## src/rtl/pipeline_pkg.sv

```systemverilog
// Shared pipeline definitions: state encoding and default widths common to the
// read and write drivers.
package pipeline_pkg;

    localparam int unsigned DEFAULT_ADDR_SIZE  = 5;
    localparam int unsigned DEFAULT_DATA_WIDTH = 16;

    // Codes are visible on the debug hex display, so they are fixed explicitly.
    typedef enum logic [1:0] {
        StIdle  = 2'd0,
        StWrite = 2'd1,
        StDone  = 2'd2
    } state_e;

    // Zero-extend a state code to one hex digit for the debug display.
    function automatic logic [3:0] state_hex(input state_e s);
        return {2'b00, s};
    endfunction

endpackage

```

## src/rtl/valid_delay_line.sv

```systemverilog
// LATENCY-deep 1-bit shift register that tracks which datapath slots carry a
// valid operand pair. Synchronous flush, asynchronous active-low reset.
module valid_delay_line #(
    parameter int unsigned LATENCY = 2
) (
    input  logic clk,
    input  logic rst_n,
    input  logic flush,
    input  logic din,
    output logic dout
);

    logic [LATENCY-1:0] stage_q;
    logic [LATENCY-1:0] stage_d;

    // Shift toward the tap; the shift form also covers LATENCY = 1.
    always_comb begin
        stage_d = (stage_q << 1) | LATENCY'(din);
        if (flush) begin
            stage_d = '0;
        end
    end

    // Stage register.
    always_ff @(posedge clk or negedge rst_n) begin
        if (!rst_n) begin
            stage_q <= '0;
        end else begin
            stage_q <= stage_d;
        end
    end

    assign dout = stage_q[LATENCY-1];

endmodule

```

## src/rtl/write_driver.sv

```systemverilog
// Write driver: delays the read-issue strobe by the datapath latency and commits
// each result word to the result RAM at consecutive addresses, pulsing o_done
// after NUM_RESULTS writes.
// Optional feature: define WRITE_DRIVER_OVERRUN_EN to add the sticky o_overrun flag.
module write_driver
    import pipeline_pkg::*;
#(
    parameter int unsigned ADDR_SIZE   = DEFAULT_ADDR_SIZE,
    parameter int unsigned DATA_WIDTH  = DEFAULT_DATA_WIDTH,
    parameter int unsigned LATENCY     = 2,
    parameter int unsigned NUM_RESULTS = 16,
    parameter int unsigned BASE_ADDR   = 0
) (
    input  logic                  i_CLK,
    input  logic                  i_RST_N,
    input  logic                  i_rden,
    input  logic                  i_clear,
    input  logic [DATA_WIDTH-1:0] i_data,
    output logic                  o_wren,
    output logic [ADDR_SIZE-1:0]  o_wraddr,
    output logic [DATA_WIDTH-1:0] o_wrdata,
    output logic                  o_done,
`ifdef WRITE_DRIVER_OVERRUN_EN
    output logic                  o_overrun,
`endif
    output logic [3:0]            o_state_HEX0
);

    localparam logic [ADDR_SIZE-1:0] LastCount = ADDR_SIZE'(NUM_RESULTS - 1);
    localparam logic [ADDR_SIZE-1:0] BaseAddr  = ADDR_SIZE'(BASE_ADDR);

    state_e                  state_q, state_d;
    logic [ADDR_SIZE-1:0]    count_q, count_d;
    logic                    wren_q, wren_d;
    logic [ADDR_SIZE-1:0]    wraddr_q, wraddr_d;
    logic [DATA_WIDTH-1:0]   wrdata_q, wrdata_d;
    logic                    done_q, done_d;
    logic                    valid;
`ifdef WRITE_DRIVER_OVERRUN_EN
    logic                    overrun_q, overrun_d;
`endif

    valid_delay_line #(
        .LATENCY (LATENCY)
    ) u_valid_delay_line (
        .clk   (i_CLK),
        .rst_n (i_RST_N),
        .flush (i_clear),
        .din   (i_rden),
        .dout  (valid)
    );

    // Next-state and commit decode; clear overrides everything.
    always_comb begin
        state_d  = state_q;
        count_d  = count_q;
        wren_d   = 1'b0;
        wraddr_d = wraddr_q;
        wrdata_d = wrdata_q;
        done_d   = 1'b0;
`ifdef WRITE_DRIVER_OVERRUN_EN
        overrun_d = overrun_q;
`endif
        if (i_clear) begin
            state_d = StIdle;
            count_d = '0;
`ifdef WRITE_DRIVER_OVERRUN_EN
            overrun_d = 1'b0;
`endif
        end else begin
            case (state_q)
                StIdle, StWrite: begin
                    if (valid) begin
                        wren_d   = 1'b1;
                        wrdata_d = i_data;
                        wraddr_d = BaseAddr + count_q;
                        count_d  = count_q + ADDR_SIZE'(1);
                        state_d  = (count_q == LastCount) ? StDone : StWrite;
                    end
                end
                StDone: begin
                    // A result arriving here is an overrun and is never written.
                    done_d  = 1'b1;
                    count_d = '0;
                    state_d = StIdle;
`ifdef WRITE_DRIVER_OVERRUN_EN
                    if (valid) begin
                        overrun_d = 1'b1;
                    end
`endif
                end
                default: begin
                    state_d = StIdle;
                    count_d = '0;
                end
            endcase
        end
    end

    // State and output registers.
    always_ff @(posedge i_CLK or negedge i_RST_N) begin
        if (!i_RST_N) begin
            state_q  <= StIdle;
            count_q  <= '0;
            wren_q   <= 1'b0;
            wraddr_q <= BaseAddr;
            wrdata_q <= '0;
            done_q   <= 1'b0;
        end else begin
            state_q  <= state_d;
            count_q  <= count_d;
            wren_q   <= wren_d;
            wraddr_q <= wraddr_d;
            wrdata_q <= wrdata_d;
            done_q   <= done_d;
        end
    end

`ifdef WRITE_DRIVER_OVERRUN_EN
    // Sticky overrun flag.
    always_ff @(posedge i_CLK or negedge i_RST_N) begin
        if (!i_RST_N) begin
            overrun_q <= 1'b0;
        end else begin
            overrun_q <= overrun_d;
        end
    end

    assign o_overrun = overrun_q;
`endif

    assign o_wren       = wren_q;
    assign o_wraddr     = wraddr_q;
    assign o_wrdata     = wrdata_q;
    assign o_done       = done_q;
    assign o_state_HEX0 = state_hex(state_q);

endmodule

```

## config.mk

```make
export PLATFORM = sky130hd
export DESIGN_NAME = write_driver
export DESIGN_NICKNAME = d
export VERILOG_FILES = /design/src/rtl/pipeline_pkg.sv /design/src/rtl/valid_delay_line.sv /design/src/rtl/write_driver.sv
export SDC_FILE = /design/constraint.sdc
export NUM_CORES = 1
export LEC_CHECK = 0
export CAP_MARGIN = 40
export CELL_PAD_IN_SITES_DETAIL_PLACEMENT = 2
export CELL_PAD_IN_SITES_GLOBAL_PLACEMENT = 2
export CORE_ASPECT_RATIO = 1.2
export CORE_UTILIZATION = 26
export DETAILED_ROUTE_END_ITERATION = 10
export GPL_TIMING_DRIVEN = 0
export HOLD_SLACK_MARGIN = 0.05
export PLACE_DENSITY_LB_ADDON = 0.1
export RECOVER_POWER = 50
export SLEW_MARGIN = 20
export SYNTH_ARGS = -nofsm -noshare
export SYNTH_HDL_FRONTEND = slang
export SYNTH_SLANG_ARGS = --single-unit
```

## constraint.sdc

```tcl
create_clock -name i_CLK -period 1.4 [get_ports i_CLK]
set_input_delay 0.28 -clock i_CLK [delete_from_list [all_inputs] [get_ports i_CLK]]
set_output_delay 0.28 -clock i_CLK [all_outputs]
set_load 0.01 [all_outputs]
```

======== Yosys cells after proc, flatten, opt, wreduce, memory -nomap -nowiden ========
Index checks and enable logic that the tools add are counted.
W data, S select, Z words.
storage, ports and cells
  input port bits ......................... 20
  logic and storage cells ................. 30
  bits in registers ....................... 32
operators by class
  mux-type cells .......................... 13
  reductions and logical operators ........ 3
  add/subtract/negate cells ............... 1
  eq/ne operators ......................... 4
  bitwise gates (word level) .............. 2
operator list
  operator               number
  $mux W5                3
  $mux W2                5
  $add A5 B1 Y5 const B  1
  $eq A5 B4 Y1 const B   1
  $mux W1                5
  $ne A3 B2 Y1 const B   1
  $reduce_and A3 Y1      1
  $eq A2 B1 Y1 const B   1
  $eq A2 B2 Y1 const B   1
  $logic_not A2 Y1       1
  $or A2 B1 Y2           1
  $reduce_or A2 Y1       1
  $not A1 Y1             1

======== Logic depth before layout (Yosys ltp) ========
  depth in word-level cells ............... 5
  depth in mapped cells ................... 4
  mapped depth without buffers ............ 4

======== Modules after synthesis ========
A second synthesis with hierarchy kept.
second synthesis, totals
  cells, all modules ...................... 84
  area total of the unflattened synthesis .. 1277.5 µm²
by module, submodules not included
  module            area each (µm²)  cells each  seq. area each (µm²)  instances
  write_driver      1214.9           80          750.7                 1
  valid_delay_line  62.6             4           50.0                  1

======== Worst setup path before layout ========
OpenSTA, ideal clock, no wires.
  path type ............................... register -> register
  from .................................... reg state_q[1]
  to ...................................... reg wrdata_q[10], in the netlist o_wrdata[10]
  path buffers ............................ 1
  cell stages (with the launch flop) ...... 4
  arrival ................................. 1.270 ns
  library setup time ...................... 0.125 ns
  setup slack ............................. 0.005 ns
  path through ............................ dfrtp_1 nor3b_4 buf_6 mux2_2
on the way
  word-level cells in the longest chain between the ends .. 3
  elaborated cells between the ends (all ways) .. 4
ends and longest elaborated chain
  item                                              line                 text
  from (decl)                                       write_driver.sv:32   state_e state_q, state_d;
  from (signal assigned)                            write_driver.sv:103  state_q <= StIdle;
  from (signal assigned)                            write_driver.sv:110  state_q <= state_d;
  $eq A2 B1 Y1 or $logic_not A2 Y1 (tied branches)  write_driver.sv:71   case (state_q)
  $reduce_or A2 Y1 *                                write_driver.sv:71
  $reduce_and A3 Y1 (no source line) *              n/a
  to (signal assigned)                              write_driver.sv:114  wrdata_q <= wrdata_d;
  to (decl)                                         write_driver.sv:36   logic [DATA_WIDTH-1:0] wrdata_q, wrdata_d;
Mark *: on every way between the ends. The rest lies on a longest branch, timed or not.
A chain may end at the register's enable or synchronous reset.

======== Final worst setup path ========
  from .................................... reg state_q[1]
  to ...................................... reg wrdata_q[5], in the netlist o_wrdata[5]
The elaborated chain is that of the path after synthesis.

==> results.txt <==
----------------------------------------------------
[STA]
  Final number of hold-violating endpoints ... 0
  Max-slew violations ... 0
  Setup violation total in the final timing report ... 21
  Upper clock frequency limit ... 699 MHz
  Unrepaired setup endpoints after global routing ... true
  Min Clock Period, post-route ... 1430 ps
  Worst Tran Pin Value ... 716 ps
  Clock Skews ... 5.52 ps
  Worst-case setup margin in the final layout ... -29.6 ps
  Worst slew margin ... 0.523
  Fin crit share ... 1.02

[Detailed routing]
  Antenna Nets Post-Route ... 0
  Number of design rule violations left after detail routing ... 0
  First-pass detailed-route iteration total ... 3
  Total length of routed wires ... 3130 um
  Vias per cell ... 4.35
  Iteration-0 DRC count of the detailed router ... 32
  Total number of vias ... 901
  Average detailed-routed wire length per instance ... 15.1 um

[Synthesis]
  Distinct cell type count after synthesis ... 23
  Synth Register Bits ... 32
  Top cells by area in the synthesized netlist ... sky130_fd_sc_hd__dfrtp_1, sky130_fd_sc_hd__mux2_2, sky130_fd_sc_hd__buf_6
  Mapped cell area ... 0.00128 mm2
  YS warnings ... 0
  Synthesized area divided by synthesized cell count ... 15.2 um2
  Post-Syn Instances ... 84
  Dominant cell type by area after synthesis ... sky130_fd_sc_hd__dfrtp_1
  Sequential element share of the synthesized area ... 0.627
  Fraction of synthesized cell area taken by the top area cell type ... 0.627

[Placement]
  Routability congestion estimate from global placement ... 0.651
  HPWL reported at the end of detailed placement ... 1890 um
  Buffers added on ports ... 44
  Worst-case setup slack after placement ... -544 ps
  Dpl cell area ... 0.00181 mm2

[Clock network]
  Number of levels the H-tree was split into ... 2
  Clock latency of the later-clocked register in the worst-skew pair ... 280 ps
  Clock net sink count ... 32
  Clock Tree Buf Depth ... 2
  Clock Tree Root ... sky130_fd_sc_hd__clkbuf_8
  Number of buffers added by the clock tree synthesis step ... 5
  Clock-pin slew on the worst setup and hold paths ... 70 ps
  TritonCTS clock tree ... yes

[Job]
  Number of maximum-capacitance constraint violations ... 0

[Critical path]
  Critical path destination ... o_wrdata[5]
  Levels on crit path ... 5
  Register-to-Register Setup Slack ... -30 ps
  Worst setup path startpoint ... state_q[1]
  Worst flop-to-flop path endpoint ... o_wrdata[5]
  Cell family with most CP delay ... buffers and inverters
  Worst setup path class ... reg2reg
  Sort of element at the end of the critical path ... flop
  Critical register-to-register path startpoint ... state_q[1]
  Crit-path most repeated cell ... sky130_fd_sc_hd__buf_6
  Maximum single-stage delay on the critical path ... 410 ps
  Startpoint Class ... flop
  CP Max Fanout ... 5
  Critical Path RT ... 1570 ps
  Count of buffer and inverter cells on the critical path ... 3
  Crit path DAT ... 1600 ps
  Cell with the largest stage delay on the worst path ... sky130_fd_sc_hd__dfrtp_2
  Cells along the critical path ... buf_6 -> nor3b_4 -> buf_6 -> buf_8 -> mux2_4
  Path depth of the worst reg2reg path ... 5

[Global route]
  Global-route wire length before repair ... 4730 um
  Total track usage ... 0.125
  Grt total ovfl ... 0
  Number of global-route vias before repair ... 968
  Antenna violations before repair ... 0
  Largest net degree at the start of global routing ... 32

[Layout]
  Final Cell Area ... 0.00208 mm2
  Layout overhead on the synthesized area ... 62.5%
  Fraction of layout cells with a size suffix above 1 ... 0.342
  Total inserted antenna cells ... 0
  Utilization of the core after routing ... 0.445
  Number of nets in the finished design ... 170

[Run status]
  Failing checks ... setup timing
  Result of the run ... finished, violations left

[Power and ir drop]
  Pleak ... 1.01 nW
  Switching power as a share of total power ... 0.240
  Clock Power Share ... 0.352
  Total internal power ... 1.89 mW
  Comb power frac ... 0.206
  Worst IR drop on VDD ... 0.499 mV
  Psw ... 595 uW
  Power density of the placed cells ... 1200 mW/mm2
  Sequential fraction of design power ... 0.442

[Floorplan]
  Effective utilization at floorplan ... 0.274
  Number of primary I/O pins ... 47
  Floorplan die width ... 66.0 um
  Core Region ... 0.00466 mm2
  Overall die area ... 0.00520 mm2
  Row Count ... 27
  Die Height ... 78.8 um

[Worst hold path]
  Worst min path class ... in2async

----------------------------------------------------
[synth_stat cells]
| master | count |
|---|---|
| sky130_fd_sc_hd__ha_1 | 2 |
| sky130_fd_sc_hd__buf_6 | 3 |
| sky130_fd_sc_hd__and2_1 | 1 |
| sky130_fd_sc_hd__nor3b_1 | 2 |
| sky130_fd_sc_hd__dfrtp_1 | 32 |
| sky130_fd_sc_hd__inv_1 | 1 |
| sky130_fd_sc_hd__nor3b_4 | 1 |
| sky130_fd_sc_hd__or2_1 | 1 |
| sky130_fd_sc_hd__nand3b_1 | 1 |
| sky130_fd_sc_hd__mux2_2 | 20 |
| sky130_fd_sc_hd__mux2_1 | 2 |
| sky130_fd_sc_hd__a21bo_2 | 1 |
| sky130_fd_sc_hd__nand4_1 | 1 |
| sky130_fd_sc_hd__a21oi_1 | 1 |
| sky130_fd_sc_hd__a211oi_1 | 2 |
| sky130_fd_sc_hd__xnor2_1 | 1 |
| sky130_fd_sc_hd__nor2b_1 | 2 |
| sky130_fd_sc_hd__mux2i_1 | 1 |
| sky130_fd_sc_hd__conb_1 | 1 |
| sky130_fd_sc_hd__buf_4 | 2 |
| sky130_fd_sc_hd__nor3_1 | 1 |
| sky130_fd_sc_hd__nor2_1 | 4 |
| sky130_fd_sc_hd__and3_1 | 1 |
[how the worst min path moves through the flow]
stage | from | depth (start not counted) | endpoint
2_1_floorplan | i_RST_N | 0 | count_q[0]
3_3_place_gp | state_q[0] | 1 | o_done
3_5_place_dp | i_RST_N | 1 | o_wrdata[6]
4_1_cts | i_RST_N | 2 | o_wrdata[6]
5_1_grt | i_RST_N | 2 | o_wrdata[6]
6_report | i_RST_N | 2 | o_wrdata[6]
[power groups by stage]
stage | Combinational (mW) | Sequential (mW) | Clock, mW
after floorplan | 0.131 | 1.17 | 0
after global placement | 0.501 | 1.11 | 0
after detailed placement | 0.516 | 1.12 | 0
after CTS | 0.459 | 1.10 | 0.913
after global routing | 0.553 | 1.11 | 0.954
final | 0.512 | 1.10 | 0.875
[cell type report]
type | instances | area (um2)
Tap cell | 58 | 72.6
Timing Repair Buffer | 56 | 515
Buffer | 5 | 56.3
Fill cell | 475 | 2590
Clock inverter | 3 | 42.5
Multi-Input combinational cell | 47 | 514
Clock buffer | 5 | 68.8
Sequential cell | 32 | 802
Inverter | 1 | 3.75
[routing by layer]
| layer | up-vias | part of all wire | track usage |
|---|---|---|---|
| li1 | 417 | - | - |
| met1 | 452 | 0.41 | 0.131 |
| met2 | 27 | 0.51 | 0.218 |
| met3 | 5 | 0.060 | 0.0503 |
| met4 | 0 | 0.015 | 0.0511 |
| met5 | - | 0 | 0 |
[per-stage QoR]
step	hold WS (ps)	cells	total power [mW]	TNS (ps)
finish	309	207	2.48	-337
global route	313	207	2.62	-1320
CTS	316	202	2.47	-862
detailed placement	84.4	188	1.64	-11500
global placement	456	187	1.61	-29770
floorplan	-15.6	85	1.30	0
[cells in the final DEF, fill, tap and decap left out, types with 2 or more instances in the layout]
master	count
sky130_fd_sc_hd__buf_4	7
sky130_fd_sc_hd__buf_6	5
sky130_fd_sc_hd__buf_8	3
sky130_fd_sc_hd__clkbuf_8	5
sky130_fd_sc_hd__clkdlybuf4s50_1	16
sky130_fd_sc_hd__conb_1	2
sky130_fd_sc_hd__dfrtp_1	31
sky130_fd_sc_hd__dlygate4sd2_1	25
sky130_fd_sc_hd__dlygate4sd3_1	2
sky130_fd_sc_hd__mux2_4	21
sky130_fd_sc_hd__nor2_1	4
sky130_fd_sc_hd__nor2b_1	2
sky130_fd_sc_hd__nor3b_1	2
[sequential cells by signal, summed over array words and instances (netlist names)]
| signal | cells |
|---|---|
| state_q | 2 |
| o_wrdata | 16 |
| u_valid_delay_line.stage_q | 2 |
| o_done | 1 |
| count_q | 5 |
| o_wraddr | 5 |
| o_wren | 1 |
[worst register-to-register path, delay by kind of cell, from the launching register on]
kind / cells / cell delay, ps
buffers and inverters: 3 / 420
muxes: 1 / 300
and+or+nand+nor: 1 / 180
DFF: 1 / 410
[kinds of logic after synthesis]
| logic type | share of synthesized area |
|---|---|
| compound gates | 0.0235 |
| simple gates | 0.0774 |
| mux | 0.202 |
| xor+xnor | 0.00686 |
| buf+inv | 0.0411 |
| fa+ha+maj | 0.0196 |
| other cells | 0.00294 |
| flops | 0.627 |
[what timing repair did]
item                       4_1_cts  5_1_grt
hold buffers                     1        0
setup buffers                    5        3
hold endpoints to repair        32        0
gates resized for setup         33       30
pin swaps                        1        2
cloned                           0        2
setup endpoints to repair       48       24
No activity file was read; power rests on OpenSTA's default activity.
